==> src/rtl/multi_digit_display_if.sv <==
// Value/display bus between the meter-control FSM (master) and the
// multiplexed 7-segment driver (slave).
// Optional macro: DISPLAY_DP_EN adds the per-digit decimal-point mask and
// the decimal-point segment output.
interface multi_digit_display_if #(
  parameter int NUM_DIGITS = 4,
  parameter int BIN_W      = 16
);
  logic [BIN_W-1:0]      Bin_In;
  logic                  Load;
  logic                  Blank_En;
  logic                  Blink;
  logic                  Busy;
  logic [NUM_DIGITS-1:0] Actv_Sel;
  logic [6:0]            Dspl_Out;
`ifdef DISPLAY_DP_EN
  logic [NUM_DIGITS-1:0] Dp_Mask;
  logic                  Dspl_Dp;

  modport master (
    output Bin_In, Load, Blank_En, Blink, Dp_Mask,
    input  Busy, Actv_Sel, Dspl_Out, Dspl_Dp
  );
  modport slave (
    input  Bin_In, Load, Blank_En, Blink, Dp_Mask,
    output Busy, Actv_Sel, Dspl_Out, Dspl_Dp
  );
`else
  modport master (
    output Bin_In, Load, Blank_En, Blink,
    input  Busy, Actv_Sel, Dspl_Out
  );
  modport slave (
    input  Bin_In, Load, Blank_En, Blink,
    output Busy, Actv_Sel, Dspl_Out
  );
`endif
endinterface

==> src/rtl/multi_digit_display.sv <==
// N-digit multiplexed 7-segment driver for the parking-meter datapath.
// A sequential double-dabble engine turns the binary value into BCD, which is
// committed to the display register in one step; a scan engine then walks the
// digits with leading-zero blanking, whole-display blink and an overflow "E".
// Optional macro: DISPLAY_DP_EN enables the decimal-point mask/output.
module multi_digit_display #(
  parameter int NUM_DIGITS  = 4,
  parameter int BIN_W       = 16,
  parameter int REFRESH_DIV = 3333,
  parameter int BLINK_DIV   = 15000
) (
  input  logic                SYS_CLK,
  input  logic                RESET_N,
  multi_digit_display_if.slave bus
);

  localparam int BCD_W  = 4 * NUM_DIGITS;
  localparam int IDX_W  = (NUM_DIGITS > 1) ? $clog2(NUM_DIGITS) : 1;
  localparam int REF_W  = $clog2(REFRESH_DIV);
  localparam int BLK_W  = (BLINK_DIV > 1) ? $clog2(BLINK_DIV) : 1;
  localparam int ITER_W = 5;

  localparam logic [6:0] SEG_BLANK = 7'b1111111;
  localparam logic [6:0] SEG_E     = 7'b0110000;

  function automatic logic [63:0] pow10(input int n);
    logic [63:0] r;
    r = 64'd1;
    for (int i = 0; i < n; i++) r = r * 64'd10;
    return r;
  endfunction

  localparam logic [63:0] MAX_VAL = pow10(NUM_DIGITS) - 64'd1;

  // Add 3 to every nibble that is 5 or more, ahead of the next left shift.
  function automatic logic [BCD_W-1:0] dabble_adjust(input logic [BCD_W-1:0] v);
    logic [BCD_W-1:0] r;
    r = v;
    for (int i = 0; i < NUM_DIGITS; i++)
      if (r[4*i +: 4] >= 4'd5) r[4*i +: 4] = r[4*i +: 4] + 4'd3;
    return r;
  endfunction

  function automatic logic [6:0] seg_decode(input logic [3:0] code);
    case (code)
      4'd0:    return 7'b0000001;
      4'd1:    return 7'b1001111;
      4'd2:    return 7'b0010010;
      4'd3:    return 7'b0000110;
      4'd4:    return 7'b1001100;
      4'd5:    return 7'b0100100;
      4'd6:    return 7'b0100000;
      4'd7:    return 7'b0001111;
      4'd8:    return 7'b0000000;
      4'd9:    return 7'b0000100;
      default: return SEG_BLANK;
    endcase
  endfunction

  typedef enum logic [1:0] {IDLE, SHIFT, DONE} conv_state_t;

  conv_state_t           state;
  logic                  busy;
  logic [BIN_W-1:0]      captured;
  logic [BIN_W-1:0]      shift_reg;
  logic [BCD_W-1:0]      scratch;
  logic [BCD_W-1:0]      adjusted;
  logic [ITER_W-1:0]     iter;
  logic [BCD_W-1:0]      disp_reg;
  logic                  overflow;

  logic [REF_W-1:0]      refresh_cnt;
  logic [IDX_W-1:0]      digit_idx;
  logic [BLK_W-1:0]      blink_cnt;
  logic                  phase_on;

  logic [NUM_DIGITS-1:0] lead_zero;
  logic                  zero_run;
  logic [3:0]            cur_code;
  logic                  digit_blanked;
  logic [NUM_DIGITS-1:0] actv_sel;
  logic [6:0]            dspl_out;

  // BCD correction for the current SHIFT step.
  always_comb begin
    adjusted = dabble_adjust(scratch);
  end

  // Converter FSM: capture on Load, shift BIN_W times, then commit atomically.
  always_ff @(posedge SYS_CLK or negedge RESET_N) begin
    if (!RESET_N) begin
      state     <= IDLE;
      busy      <= 1'b0;
      captured  <= '0;
      shift_reg <= '0;
      scratch   <= '0;
      iter      <= '0;
      disp_reg  <= '0;
      overflow  <= 1'b0;
    end else begin
      case (state)
        IDLE: begin
          if (bus.Load) begin
            captured  <= bus.Bin_In;
            shift_reg <= bus.Bin_In;
            scratch   <= '0;
            iter      <= '0;
            busy      <= 1'b1;
            state     <= SHIFT;
          end
        end
        SHIFT: begin
          scratch   <= {adjusted[BCD_W-2:0], shift_reg[BIN_W-1]};
          shift_reg <= shift_reg << 1;
          if (iter == ITER_W'(BIN_W - 1)) state <= DONE;
          else                            iter  <= iter + ITER_W'(1);
        end
        DONE: begin
          disp_reg <= scratch;
          overflow <= (64'(captured) > MAX_VAL);
          busy     <= 1'b0;
          state    <= IDLE;
        end
        default: state <= IDLE;
      endcase
    end
  end

  // Refresh divider steps the digit index; each index wrap advances the blink timer.
  always_ff @(posedge SYS_CLK or negedge RESET_N) begin
    if (!RESET_N) begin
      refresh_cnt <= '0;
      digit_idx   <= '0;
      blink_cnt   <= '0;
      phase_on    <= 1'b1;
    end else if (refresh_cnt == REF_W'(REFRESH_DIV - 1)) begin
      refresh_cnt <= '0;
      if (digit_idx == IDX_W'(NUM_DIGITS - 1)) begin
        digit_idx <= '0;
        if (blink_cnt == BLK_W'(BLINK_DIV - 1)) begin
          blink_cnt <= '0;
          phase_on  <= ~phase_on;
        end else begin
          blink_cnt <= blink_cnt + BLK_W'(1);
        end
      end else begin
        digit_idx <= digit_idx + IDX_W'(1);
      end
    end else begin
      refresh_cnt <= refresh_cnt + REF_W'(1);
    end
  end

  // Mark digits whose own nibble and every more significant nibble are zero.
  always_comb begin
    zero_run  = 1'b1;
    lead_zero = '0;
    for (int i = NUM_DIGITS - 1; i >= 0; i--) begin
      zero_run = zero_run & (disp_reg[4*i +: 4] == 4'd0);
      if (i != 0) lead_zero[i] = zero_run;
    end
    cur_code      = disp_reg[4*digit_idx +: 4];
    digit_blanked = !overflow && bus.Blank_En && lead_zero[digit_idx];
  end

  // Registered anode/cathode drive for the digit currently selected.
  always_ff @(posedge SYS_CLK or negedge RESET_N) begin
    if (!RESET_N) begin
      actv_sel <= '1;
      dspl_out <= SEG_BLANK;
    end else if (bus.Blink && !phase_on) begin
      actv_sel <= '1;
      dspl_out <= SEG_BLANK;
    end else begin
      actv_sel <= ~(NUM_DIGITS'(1) << digit_idx);
      if (overflow)           dspl_out <= SEG_E;
      else if (digit_blanked) dspl_out <= SEG_BLANK;
      else                    dspl_out <= seg_decode(cur_code);
    end
  end

`ifdef DISPLAY_DP_EN
  logic dspl_dp;

  // Decimal point follows the mask, dark when blinked off or lead-blanked.
  always_ff @(posedge SYS_CLK or negedge RESET_N) begin
    if (!RESET_N)                         dspl_dp <= 1'b1;
    else if (bus.Blink && !phase_on)      dspl_dp <= 1'b1;
    else if (digit_blanked)               dspl_dp <= 1'b1;
    else                                  dspl_dp <= ~bus.Dp_Mask[digit_idx];
  end

  assign bus.Dspl_Dp = dspl_dp;
`endif

  assign bus.Busy     = busy;
  assign bus.Actv_Sel = actv_sel;
  assign bus.Dspl_Out = dspl_out;

endmodule

==> src/flat_wrapper.sv <==
// flat-port wrapper written by rule: the top's interface ports become plain ports
module multi_digit_display_flat 
#(
  parameter int NUM_DIGITS  = 4,
  parameter int BIN_W       = 16,
  parameter int REFRESH_DIV = 3333,
  parameter int BLINK_DIV   = 15000
)
  (SYS_CLK, RESET_N, bus_Bin_In, bus_Load, bus_Blank_En, bus_Blink, bus_Busy, bus_Actv_Sel, bus_Dspl_Out);
  multi_digit_display_if #(.NUM_DIGITS(NUM_DIGITS), .BIN_W(BIN_W)) bus_i ();
  input  logic SYS_CLK;
  input  logic RESET_N;
  input wire logic [$bits(bus_i.Bin_In)-1:0] bus_Bin_In;
  input wire logic [$bits(bus_i.Load)-1:0] bus_Load;
  input wire logic [$bits(bus_i.Blank_En)-1:0] bus_Blank_En;
  input wire logic [$bits(bus_i.Blink)-1:0] bus_Blink;
  output wire logic [$bits(bus_i.Busy)-1:0] bus_Busy;
  output wire logic [$bits(bus_i.Actv_Sel)-1:0] bus_Actv_Sel;
  output wire logic [$bits(bus_i.Dspl_Out)-1:0] bus_Dspl_Out;
  assign bus_i.Bin_In = bus_Bin_In;
  assign bus_i.Load = bus_Load;
  assign bus_i.Blank_En = bus_Blank_En;
  assign bus_i.Blink = bus_Blink;
  assign bus_Busy = bus_i.Busy;
  assign bus_Actv_Sel = bus_i.Actv_Sel;
  assign bus_Dspl_Out = bus_i.Dspl_Out;
  multi_digit_display #(.NUM_DIGITS(NUM_DIGITS), .BIN_W(BIN_W), .REFRESH_DIV(REFRESH_DIV), .BLINK_DIV(BLINK_DIV)) u_core (.SYS_CLK(SYS_CLK), .RESET_N(RESET_N), .bus(bus_i));
endmodule
==> config.mk <==
export PLATFORM = sky130hd
export DESIGN_NAME = multi_digit_display_flat
export DESIGN_NICKNAME = d
export VERILOG_FILES = /design/src/rtl/multi_digit_display_if.sv /design/src/rtl/multi_digit_display.sv /design/src/flat_wrapper.sv
export SDC_FILE = /design/constraint.sdc
export NUM_CORES = 1
export LEC_CHECK = 0
export CORE_MARGIN = 4
export CORE_UTILIZATION = 50
export CTS_CLUSTER_SIZE = 20
export DETAILED_ROUTE_END_ITERATION = 12
export PLACE_DENSITY = 0.69
export SYNTH_ARGS = -nofsm -noshare
export SYNTH_HDL_FRONTEND = slang
export SYNTH_SLANG_ARGS = --single-unit
==> constraint.sdc <==
create_clock -name SYS_CLK -period 2.9 [get_ports SYS_CLK]
set_input_delay 0.87 -clock SYS_CLK [delete_from_list [all_inputs] [get_ports SYS_CLK]]
set_output_delay 0.87 -clock SYS_CLK [all_outputs]
set_load 0.01 [all_outputs]
; ---- Word level (Yosys, flattened, before mapping)
; Memories as Yosys holds them, arrays and structs flattened.
; Index checks and enable logic that the tools add are counted.
[totals]
romBits = 112
reg_bits = 113
word_cells = 87
mem_count = 1
[classes]
n_eq_ne = 9
reduce_logical = 18
order_cmp = 6
shift = 2
n_addsub = 8
muxes = 25
n_bitwise = 4
[memory_table]
columns = memory, words, word_bits, rd, rd_ports_with_merged_regs, write_ports, line
row1 = (no name shown), 16, 7, 1, 0, 0, multi_digit_display.sv:45  ; case (code)
[op_table]
columns = operator, count
row1 = one-hot mux 16 bit (2 select lines), 2
row2 = two-way mux 16 bit, 2
row3 = two-way mux 7 bit, 3
row4 = "greater-or-equal comparator 4 x 3 -> 1 bit, second input constant", 4
row5 = "> comparator 16 x 14 -> 1 bit, second input constant", 1
row6 = two-way mux 4 bit, 4
row7 = indexed part select 16 x 5 -> 4 bit, 1
row8 = "adder 14 x 1 -> 14 bit, second input constant", 1
row9 = "== test 14 bit, second input constant", 1
row10 = two-way mux 14 bit, 1
row11 = "adder 12 x 1 -> 12 bit, second input constant", 1
row12 = "adder 4 x 2 -> 4 bit, second input constant", 3
row13 = "== test 12 bit, second input constant", 1
row14 = logical NOT 4 bit, 3
row15 = two-way mux 12 bit, 1
row16 = two-way mux 5 bit, 2
row17 = one-hot mux 5 bit (2 select lines), 1
row18 = AND reduction 2 bit, 5
row19 = two-way mux 2 bit, 3
row20 = AND reduction 3 bit, 2
row21 = "adder 5 x 1 -> 5 bit, second input constant", 1
row22 = "== test 5 x 4 -> 1 bit, second input constant", 1
row23 = "== test 2 bit, second input constant", 2
row24 = "!= test 2 bit, second input constant", 2
row25 = other kinds (18), 24

; ---- Longest topological paths before layout
[depth]
ltp_word = 9
ltp_mapped = 8

; ---- Worst setup path after synthesis
; OpenSTA, ideal clock, no wires.
[synth_path]
path_type = in2reg
start = input port bus_Blank_En
end = register u_core.dspl_out[3] (netlist: u_core.bus.Dspl_Out[3])
cell_stages = 3
arrival_ns = 2.031
setup_ns = 0.077
n_path_buf = 0
slack_ns = 0.792
cell_sequence = or4b_2 > o41a_1 > a31oi_1
[synth_via]
elab_chain_cells = 5
[synth_lines]
columns = element, line
row1 = start: declaration, flat_wrapper.sv:15  ; input wire logic [$bits(bus_i.Blank_En)-1:0] bus_Blank_En;
row2 = logical AND 1 bit (2 in a row), multi_digit_display.sv:163  ; digit_blanked = !overflow && bus.Blank_En && lead_zero[digit_idx];
row3 = two-way mux 7 bit, multi_digit_display.sv:177  ; else if (digit_blanked) dspl_out <= SEG_BLANK;
row4 = two-way mux 7 bit, multi_digit_display.sv:176  ; if (overflow) dspl_out <= SEG_E;
row5 = two-way mux 7 bit, multi_digit_display.sv:171  ; end else if (bus.Blink && !phase_on) begin
row6 = end signal: assignment, multi_digit_display.sv:178  ; else dspl_out <= seg_decode(cur_code);
row7 = end: declaration, multi_digit_display.sv:82  ; logic [6:0] dspl_out;
; No other way between the ends.
; A chain may end at the register's enable or synchronous reset.

; ---- Worst setup path in the final report
[layout_path]
start = input port bus_Blank_En
end = register u_core.dspl_out[6] (netlist: u_core.bus.Dspl_Out[6])
; The elaborated chain is that of the path after synthesis.

==> summary by stage <==
Synth
The commonest cells after synthesis are sky130_fd_sc_hd__dfrtp_1 (97), sky130_fd_sc_hd__nand2_1 (57), sky130_fd_sc_hd__o21ai_0 (42), sky130_fd_sc_hd__mux2_2 (31), sky130_fd_sc_hd__ha_1 (23). After synthesis, the largest family of logic cells by area is simple AND/OR/NAND/NOR gates. The biggest area contributor in the post-synthesis netlist is sky130_fd_sc_hd__dfrtp_1. The top-area cell type share of the netlist area is 45.56%. sky130_fd_sc_hd__dfrtp_1 is the most common cell in the netlist. For this run, asynchronously set or reset flops after synthesis account for 100.0%. The count of mapped cells out of synthesis is 485. The register bit total from synthesis is 109. The number of enable-type register cells in the synthesized netlist is 0. The synthesized netlist net count is 529. The fraction of the mapped netlist area in adder cells is 5.402%.

The sequential-to-total area share from yosys stat is 51.48%. The flip-flop cell with the highest count after synthesis is sky130_fd_sc_hd__dfrtp_1. Of the total synthesized cell area, the portion taken by XOR and XNOR cells is 3.946%. The portion of netlist area occupied by mux cells is 10.87%.

The cell area that synthesis handed to floorplanning was 5328 um^2. After synthesis, the cell types taking the most area are sky130_fd_sc_hd__dfrtp_1 (46%), sky130_fd_sc_hd__mux2_2 (6.6%), sky130_fd_sc_hd__dfstp_2 (5.9%), sky130_fd_sc_hd__ha_1 (5.4%), sky130_fd_sc_hd__nand2_1 (4.0%). The yosys synthesis warning count is 0. The post-synthesis cell type count is 50.

The simple-gate share of the synthesized area is 15.17%. The mean post-synth cell area is 10.98 um^2. The synthesized-area fraction occupied by ao, oa, aoi and oai cells is 10.05%.

Setup path
The endpoint identified for the worst register-to-register timing path is u_core.blink_cnt[6]$_DFFE_PN0P_. Data arrives at the worst endpoint at 2.61 ns. Walking the worst path, the cells encountered are clkdlybuf4s50_1, or4b_2, o41a_1, a31oi_1. The capture point of the worst path is u_core.bus.Dspl_Out[6]$_DFF_PN1_. Tracing the worst setup path back leads to its startpoint at bus_Blank_En. The startpoint of the worst register-to-register path is u_core.refresh_cnt[6]$_DFF_PN0_. The type of the worst setup path is input port to flip-flop. The worst register-to-register path has a setup slack of 0.64 ns.

In this design, the stage delay of the slowest critical-path cell is 0.59 ns. STA classifies the critical path endpoint as a flip-flop. Among all stages on the critical path, the largest delay is contributed by sky130_fd_sc_hd__or4b_2.

The startpoint kind of the worst setup timing path is an input port. The critical path required time is 3.19 ns. The cell count of the worst reg-to-reg path is 5. Along the worst path, the maximum fanout reaches 7.

Floorplanning
Once the floorplan was initialized, standard cells occupied 51.38% of the core. The die span in y is 111.2 um. The core region area is 10370 um^2. The floorplan has 37 rows. The number of primary I/O pins is 33. The die covers 12370 um^2. The horizontal die dimension is 111.2 um.

Power and ir drop
The power density relative to cell area is 852.0 nW/um^2. The internal power contribution is 3.472 mW. The share of total power consumed by net switching is 32.80%. The switching power is 1.695 mW. Summed over all cells, the static leakage comes to 2.687 nW. The worst-case IR drop observed on VDD is 0.4618 mV.

The part of the total power dissipated in combinational logic is 33.6%. Per report_power, the clock group accounts for 21.0% of the total. The completed layout was analyzed and its total power is 5.167 mW.

The fraction of power consumed by sequential logic is 45.3%.

Final layout
0 antenna diodes ended up in the layout. The footprint of the flip-flops and latches is 2743 um^2. The fraction of the core area covered by cells at the end of the flow is 58.48%. Fill cells in the final layout number 890. The finished cells cover 6065 um^2. The net count of the finished layout is 562. The combined area of the multi-input logic cells is 2432 um^2.

The area growth from synthesis to layout is 13.83%. Of the cells placed in the final design, the portion with a size suffix greater than 1 is 16.09%. The count of non-filler cells in the finished layout is 658.

Timing
The ratio of final minimum period to clock period is 80.09%. The worst slew slack as a fraction of its limit is 45.67%. Setup repair after global routing left no endpoint under its margin. The worst path meets setup with 0.5774 ns of slack. Summed over all failing endpoints, the final setup total negative slack is 0 ns. The tightest hold margin is 0.4507 ns. Setup violations remaining at the end of the flow were counted as 0. At the pin with the least slew margin, the transition time is 0.8075 ns.

The highest clock frequency the design can meet is 430.6 MHz. The final-report hold violation count is 0. The final max-slew violation count is 0. The clock period could shrink to 2.323 ns. Across the routed clock network, the largest skew measured is 0.02114 ns.

Place
The placed instances occupy a cell area of 5826 um^2. The congestion estimate from routability-driven global placement came to 0.8445. At the placement stage, the worst setup path has a slack of 0.2256 ns. Including well taps, the total number of placed cells is 643.

The HPWL after detailed placement is 6.955 mm. The count of input and output buffers is 32.

CTS
The level count of the clock H-tree is 3. Clock-pin slew was measured on the worst setup and hold paths at 0.11 ns. The sink count of the clock tree is 109. The tree is rooted in a sky130_fd_sc_hd__clkbuf_8. The later-pin clock latency in the skew report is 0.37 ns. The number of buffers inserted by hold repair at cts is 0. The maximum buffer depth of the clock tree is 2. The number of gates resized after cts is 0. Counting the buffers created by CTS gives 9. The TritonCTS clock tree is done. The number of buffers inserted by post-CTS setup repair is 0.

Run status
The flow ran to the end, and the final reports show no timing, DRC or antenna violations.

Routing
The post-detailed-route DRC marker count is 0. The sum of routed wire length over all layers is 9.708 mm. The detailed router placed 3625 vias in this run.

For this block, the initial DRC count from the detailed router was 157. After detailed routing, the average wire length per cell comes to 14.75 um. The number of antenna-violating nets in the routed design is 0. Dividing the detail-routed via count by the number of cells gives 5.509. The first detailed-routing pass ran for 6 iterations.

Global routing
Entering global routing, the biggest net connects 47 pins. The first global-routing pass estimated 17.48 mm of wire. Global routing used 16.85% of the available tracks across all layers. The initial antenna violation count is 0. The via count of the first global-routing pass is 3628. The remaining global-route overflow is 0.

Run
Max-cap violations in this run came to 0.

Worst hold path
The class of the most critical hold timing path is input port to asynchronous set/reset pin.
worst min-delay path by stage:
stage | to | slack [ns] | depth (start not counted)
final | u_core.blink_cnt[3]$_DFFE_PN0P_ | 0.45 | 1
after global routing | u_core.blink_cnt[1]$_DFFE_PN0P_ | 0.48 | 1
after CTS | u_core.blink_cnt[1]$_DFFE_PN0P_ | 0.46 | 1
after detailed placement | u_core.shift_reg[10]$_DFFE_PN0P_ | 0.47 | 2
after global placement | u_core.shift_reg[15]$_DFFE_PN0P_ | 0.46 | 2
after floorplan | u_core.shift_reg[10]$_DFFE_PN0P_ | 0.45 | 2
power groups by stage:
stage / combinational [mW] / sequential [mW] / clock (mW)
2_1_floorplan: 1.31 / 2.27 / 0
3_3_place_gp: 1.67 / 2.36 / 0
3_5_place_dp: 1.75 / 2.38 / 0
4_1_cts: 1.76 / 2.35 / 1.11
5_1_grt: 1.98 / 2.41 / 1.18
6_report: 1.74 / 2.34 / 1.09
per-layer routing:
| metal | vias up | global-route usage, % | share of wire (%) |
|---|---|---|---|
| li1 | 1765 | - | - |
| met1 | 1783 | 23.54 | 48 |
| met2 | 59 | 26.62 | 46 |
| met3 | 18 | 2.784 | 3.8 |
| met4 | 0 | 6.083 | 2.0 |
| met5 | - | 0 | 0 |
final cells by class:
class	instances	area share (%)
clock inverter	4	1.609
multi-input combinational	335	40.11
tap	136	2.806
sequential	109	45.22
clock buffer	11	2.331
timing repair buffer	41	6.561
inverter	22	1.362
logic make-up (layout without fill, tap and decap cells):
group	count (synthesis)	count (layout)
flip-flops	109	109
AND/OR/NAND/NOR	150	150
buffers and inverters	41	78
AO/OA/AOI/OAI	89	89
XOR/XNOR	24	24
adder cells (fa/ha/maj)	23	23
multiplexers	49	49
worst max-delay path, delay by kind of cell:
| family | cells | cell delay, ns |
|---|---|---|
| AO/OA/AOI/OAI | 2 | 0.68 |
| buffers and inverters | 1 | 0.47 |
| AND/OR/NAND/NOR | 1 | 0.59 |
placed cells by master (no fill, tap or decap), types with 2 or more instances in the layout:
cell	Yosys	final
sky130_fd_sc_hd__xor2_1	7	7
sky130_fd_sc_hd__o211ai_1	2	2
sky130_fd_sc_hd__nand4b_1	3	3
sky130_fd_sc_hd__nand3_1	15	15
sky130_fd_sc_hd__a31oi_1	7	7
sky130_fd_sc_hd__nand2_1	57	57
sky130_fd_sc_hd__nor4_4	2	2
sky130_fd_sc_hd__nor3_1	6	6
sky130_fd_sc_hd__a22o_1	7	7
sky130_fd_sc_hd__and2_1	2	2
sky130_fd_sc_hd__nor2_1	19	19
sky130_fd_sc_hd__buf_4	0	9
sky130_fd_sc_hd__ha_1	23	23
sky130_fd_sc_hd__a21oi_1	12	12
sky130_fd_sc_hd__xnor2_1	17	17
sky130_fd_sc_hd__dfrtp_1	97	97
sky130_fd_sc_hd__nor2b_1	4	3
sky130_fd_sc_hd__a41oi_1	2	2
sky130_fd_sc_hd__and3_1	4	4
sky130_fd_sc_hd__or3b_2	2	2
sky130_fd_sc_hd__nand4_1	7	7
sky130_fd_sc_hd__o21ai_0	42	42
sky130_fd_sc_hd__bufinv_16	0	3
sky130_fd_sc_hd__o21ai_1	2	2
sky130_fd_sc_hd__mux2_2	31	31
sky130_fd_sc_hd__or3_1	2	2
sky130_fd_sc_hd__a21o_1	3	3
sky130_fd_sc_hd__inv_1	22	22
sky130_fd_sc_hd__clkdlybuf4s50_1	0	31
sky130_fd_sc_hd__mux2i_1	14	14
sky130_fd_sc_hd__dfstp_2	12	12
sky130_fd_sc_hd__and3b_1	2	2
sky130_fd_sc_hd__o31ai_1	6	6
sky130_fd_sc_hd__clkbuf_8	0	10
sky130_fd_sc_hd__nor4_1	5	5
sky130_fd_sc_hd__mux4_2	4	4
sky130_fd_sc_hd__nand2b_1	11	11
Power figures use the tool's default switching activity.
